[config.mk]
export PLATFORM = sky130hd
export DESIGN_NAME = alu_mem_master
export DESIGN_NICKNAME = d
export VERILOG_FILES = /design/src/rtl/alu_mem_master.sv
export SDC_FILE = /design/constraint.sdc
export NUM_CORES = 1
export LEC_CHECK = 0
export CORE_MARGIN = 2
export CORE_UTILIZATION = 47
export CTS_CLUSTER_SIZE = 30
export DETAILED_ROUTE_END_ITERATION = 7
export PLACE_DENSITY = 0.83
export RECOVER_POWER = 50
export SETUP_SLACK_MARGIN = 0.02
export SLEW_MARGIN = 10
export SYNTH_ARGS = -nofsm -noshare
export SYNTH_HDL_FRONTEND = slang
export SYNTH_SLANG_ARGS = --single-unit
export TNS_END_PERCENT = 1
[constraint.sdc]
create_clock -name clk -period 2.5 [get_ports clk]
set_input_delay 0.375 -clock clk [delete_from_list [all_inputs] [get_ports clk]]
set_output_delay 0.375 -clock clk [all_outputs]
set_load 0.01 [all_outputs]
[src/rtl/alu_mem_master.sv]
// Bus initiator for the ALU/memory slave: writes A, B and OP into the slave register map,
// waits a fixed compute latency, captures the result, reads A back and returns a response.
module alu_mem_master #(
   parameter int ADDR_WIDTH = 2,
   parameter int DATA_WIDTH = 8,
   parameter int RES_LAT    = 2
) (
   input  logic                      clk,
   input  logic                      reset,
   input  logic                      cmd_valid,
   output logic                      cmd_ready,
   input  logic [DATA_WIDTH-1:0]     cmd_a,
   input  logic [DATA_WIDTH-1:0]     cmd_b,
   input  logic [DATA_WIDTH-1:0]     cmd_op,
   output logic                      rsp_valid,
   input  logic                      rsp_ready,
   output logic [2*DATA_WIDTH-1:0]   rsp_result,
   output logic                      rsp_rd_ok,
   output logic [ADDR_WIDTH-1:0]     addr,
   output logic [DATA_WIDTH-1:0]     wr_data,
   output logic                      rd_wr,
   output logic                      enable,
   input  logic [DATA_WIDTH-1:0]     rd_data,
   input  logic [2*DATA_WIDTH-1:0]   res_out
);

   typedef enum logic [2:0] {
      IDLE,
      WR_A,
      WR_B,
      WR_OP,
      WAIT,
      RD_REQ,
      RD_DATA,
      RESP
   } state_t;

   localparam logic [ADDR_WIDTH-1:0] ADDR_A  = ADDR_WIDTH'(0);
   localparam logic [ADDR_WIDTH-1:0] ADDR_B  = ADDR_WIDTH'(1);
   localparam logic [ADDR_WIDTH-1:0] ADDR_OP = ADDR_WIDTH'(2);
   localparam logic [3:0]            WAIT_LOAD = 4'(RES_LAT - 1);

   state_t                state;
   logic [DATA_WIDTH-1:0] a_q;
   logic [DATA_WIDTH-1:0] b_q;
   logic [DATA_WIDTH-1:0] op_q;
   logic [3:0]            wait_cnt;

   // Bus outputs are registered one state ahead, so each strobe appears in the cycle
   // of the state it belongs to; enable/rd_wr default low, addr/wr_data hold.
   always_ff @(posedge clk or negedge reset) begin
      if (!reset) begin
         state      <= IDLE;
         cmd_ready  <= 1'b1;
         rsp_valid  <= 1'b0;
         rsp_result <= '0;
         rsp_rd_ok  <= 1'b0;
         addr       <= '0;
         wr_data    <= '0;
         rd_wr      <= 1'b0;
         enable     <= 1'b0;
         a_q        <= '0;
         b_q        <= '0;
         op_q       <= '0;
         wait_cnt   <= '0;
      end else begin
         enable <= 1'b0;
         rd_wr  <= 1'b0;
         case (state)
            IDLE: begin
               if (cmd_valid && cmd_ready) begin
                  a_q       <= cmd_a;
                  b_q       <= cmd_b;
                  op_q      <= cmd_op;
                  cmd_ready <= 1'b0;
                  enable    <= 1'b1;
                  addr      <= ADDR_A;
                  wr_data   <= cmd_a;
                  state     <= WR_A;
               end
            end
            WR_A: begin
               enable  <= 1'b1;
               addr    <= ADDR_B;
               wr_data <= b_q;
               state   <= WR_B;
            end
            WR_B: begin
               enable  <= 1'b1;
               addr    <= ADDR_OP;
               wr_data <= op_q;
               state   <= WR_OP;
            end
            WR_OP: begin
               wait_cnt <= WAIT_LOAD;
               state    <= WAIT;
            end
            WAIT: begin
               if (wait_cnt == 4'd0) begin
                  rsp_result <= res_out;
                  enable     <= 1'b1;
                  rd_wr      <= 1'b1;
                  addr       <= ADDR_A;
                  state      <= RD_REQ;
               end else begin
                  wait_cnt <= wait_cnt - 4'd1;
               end
            end
            RD_REQ: begin
               state <= RD_DATA;
            end
            // Slave read data arrives the cycle after the strobe.
            RD_DATA: begin
               rsp_rd_ok <= (rd_data == a_q);
               rsp_valid <= 1'b1;
               state     <= RESP;
            end
            RESP: begin
               if (rsp_ready) begin
                  rsp_valid <= 1'b0;
                  cmd_ready <= 1'b1;
                  state     <= IDLE;
               end
            end
            default: begin
               state <= IDLE;
            end
         endcase
      end
   end

endmodule

==> impl_metrics.ini <==
[outcome]
status = finished clean

[die]
core_mm2 = 0.00557
initial_utilization_pct = 49.5
die_area_mm2 = 0.00650
die_h_um = 80.7
io_pins = 83
rows = 27
die_w_um = 80.7

[timing]
fin_crit_ps = 2230
relSlewSlack_pct = 34.4
fin_crit_sh_pct = 89.1
grt_setup_unrepaired = no
final_max_slew_viol_count = 0
tightest_slew_ps = 983
fmax_mhz = 449
setup-violations-final = 0
fin_setup_tns_ps = 0
finalHoldViolCount = 0
finClkSkew_ps = 7.94

[worst_setup_path]
critPathRequiredTime_ps = 2720
critical_path_arrival_ps = 2440
start_kind = flip-flop
crit_slowest_cell = nand3_2
slowest_delay_ps = 510
end_kind = flip-flop
worstPathMaxFanout = 25
cp_cell_sequence = inv_1 > ha_1 > nor2b_4 > nand3_2 > mux2_2
startpoint = state[1]
r2r_end = a_q[4]
ff2ff_setup_slack_ps = 270
reg2reg_depth = 5
endpoint = a_q[4]
r2r_start = state[1]
crit_type = reg2reg

[finish]
fin_nets = 367
antenna_cells = 0
final_common_cell = clkdlybuf4s50_1
fin_area_mm2 = 0.00381
mostFrequentLayoutCells = clkdlybuf4s50_1, dfrtp_1, mux2_2, a21oi_1, nor2_1
drive_gt1_share_pct = 21.0
syn2layout_area_growth_pct = 38.0

[drt]
wire_per_inst_um = 15.6
ant_nets = 0
via_per_inst = 5.34
firstDrtPassIters = 4
dr_total_vias = 2062
drc = 0
routed_wl_um = 6030
drtIter0Drc = 115

[pwr]
p_comb_share_pct = 44.2
p_int_mw = 3.04
pwr-share-seq_pct = 39.5
p_leak_nw = 1.62
ir_worst_vdd_mv = 0.658
power_switching_mw = 1.58
p_clk_share_pct = 16.3
power.share.switching_pct = 34.2
power_density_mw_per_mm2 = 1210

[clocking]
ctsResizeCount = 0
cts_inserted_buffers = 9
cts_tree = yes
htreeDepth = 3
cts_hold_buf = 1
cts_num_sinks = 62
ctsRootBufferMaster = clkbuf_8
clk_path_buf_depth = 2
clock_latency_ps = 330
clk_pin_slew_worst_paths_ps = 60
cts_setup_buffers = 0

[grt]
grt_pass1_wl_um = 9760
grtUsageTotal_pct = 20.1
globalRouteOverflowTotal = 0
grt_max_degree = 45
antenna_found_initial = 0
grt_pass1_vias = 2116

[flow_run]
maxCapViolations = 0

[logic_synthesis]
synth.largest_area_cell = dfrtp_1
synth-seq-cells = 62
syn_area_per_cell_um2 = 12.4
yosysTopAreaCellShare_pct = 55.3
ys_types = 41
yosysWarnings = 0
synthesis.area_mm2 = 0.00276
synth_nets = 279
syn-instance-count = 222
synth.area.top_cells = dfrtp_1, mux2_2, a21oi_1
synth-seq-area-share_pct = 56.2

[placed_design]
post_dp_cell_area_mm2 = 0.00365
portBuffers = 82
dp_hpwl_um = 4330
gp_congestion = 0.831

[hold_path]
worstHoldStart = rsp_rd_ok
hold_path_class = reg2reg
-- flip-flops by register name, indices dropped and copies added, names as in the netlist --
signal,cells
enable,1
rsp_valid,1
wr_data,8
rsp_result,16
state,3
cmd_ready,1
b_q,8
wait_cnt,4
rd_wr,1
a_q,8
addr,2
op_q,8
rsp_rd_ok,1
-- cells by family after synthesis --
| family | Yosys count | synth area share [%] |
|---|---|---|
| AOI/OAI and AO/OA | 42 | 9.42 |
| muxes | 42 | 17.2 |
| adders and majority gates | 5 | 2.27 |
| xor gates and xnor gates | 9 | 2.85 |
| and+or+nand+nor | 46 | 9.15 |
| buffers and inverters | 16 | 2.85 |
| DFF | 62 | 56.2 |
-- how the worst min path moves through the flow --
stage / to / slack (ps) / cells past startpoint
3_5_place_dp: wr_data[6] / 340 / 1
2_1_floorplan: a_q[0] / 80 / 0
5_1_grt: rsp_rd_ok / 500 / 2
3_3_place_gp: wr_data[6] / 340 / 1
6_report: rsp_rd_ok / 480 / 2
4_1_cts: rsp_rd_ok / 480 / 2
-- final cells by class --
class,instances,area [µm²]
Clock inverter,1,5.00
Timing Repair Buffer,87,851
Tap cell,72,90.1
Inverter,6,22.5
Clock buffer,14,163
Sequential cell,62,1550
Multi-Input combinational cell,144,1130
Fill cell,446,1760
-- synth_stat cells, drive strengths merged --
master	instances
mux2i	1
nor2	21
clkbuf	2
buf	8
or4	1
dfstp	1
nand2	8
a211oi	2
inv	6
xor2	1
a22o	2
o31ai	2
ha	5
and2	1
nor2b	2
nor3	2
o21ai	3
nand4	2
xnor2	8
or3	5
o22ai	1
a31oi	2
nor3b	1
o2111ai	1
nand3	3
a21oi	21
dfrtp	61
mux2	41
a22oi	8
-- per-stage QoR --
stage | power [mW] | utilization (%) | hold slack (ps) | std cells | setup WS (ps)
2_1_floorplan | 3.02 | - | 79.4 | 222 | 701
3_3_place_gp | 3.81 | 65.5 | 337 | 370 | 374
3_5_place_dp | 3.91 | 65.5 | 338 | 370 | 279
4_1_cts | 4.69 | 68.7 | 482 | 386 | 255
5_1_grt | 4.92 | 68.4 | 500 | 386 | 118
6_report | 4.61 | 68.4 | 479 | 386 | 272
-- critical path, delay by kind of cell (launching register included) --
family	cells	cell delay [ps]
simple gates	2	750
mux	1	490
flops	1	410
fa+ha+maj	1	360
buf+inv	1	100
-- power groups by stage --
stage | Sequential, mW | Combinational [mW] | Clock, mW
final | 1.82 | 2.04 | 0.754
after global routing | 1.88 | 2.23 | 0.813
after CTS | 1.82 | 2.10 | 0.769
after detailed placement | 1.84 | 2.07 | 0
after global placement | 1.81 | 2.00 | 0
after floorplan | 1.86 | 1.17 | 0
-- per-layer routing --
metal,share of wire [%],wire length (µm),global-route usage [%]
met5,0,0,0
met4,2.1,127,9.83
met3,5.6,335,5.28
met2,50,3030,32.1
met1,42,2530,25.2
Note: power is estimated with default switching activity, not from simulation.
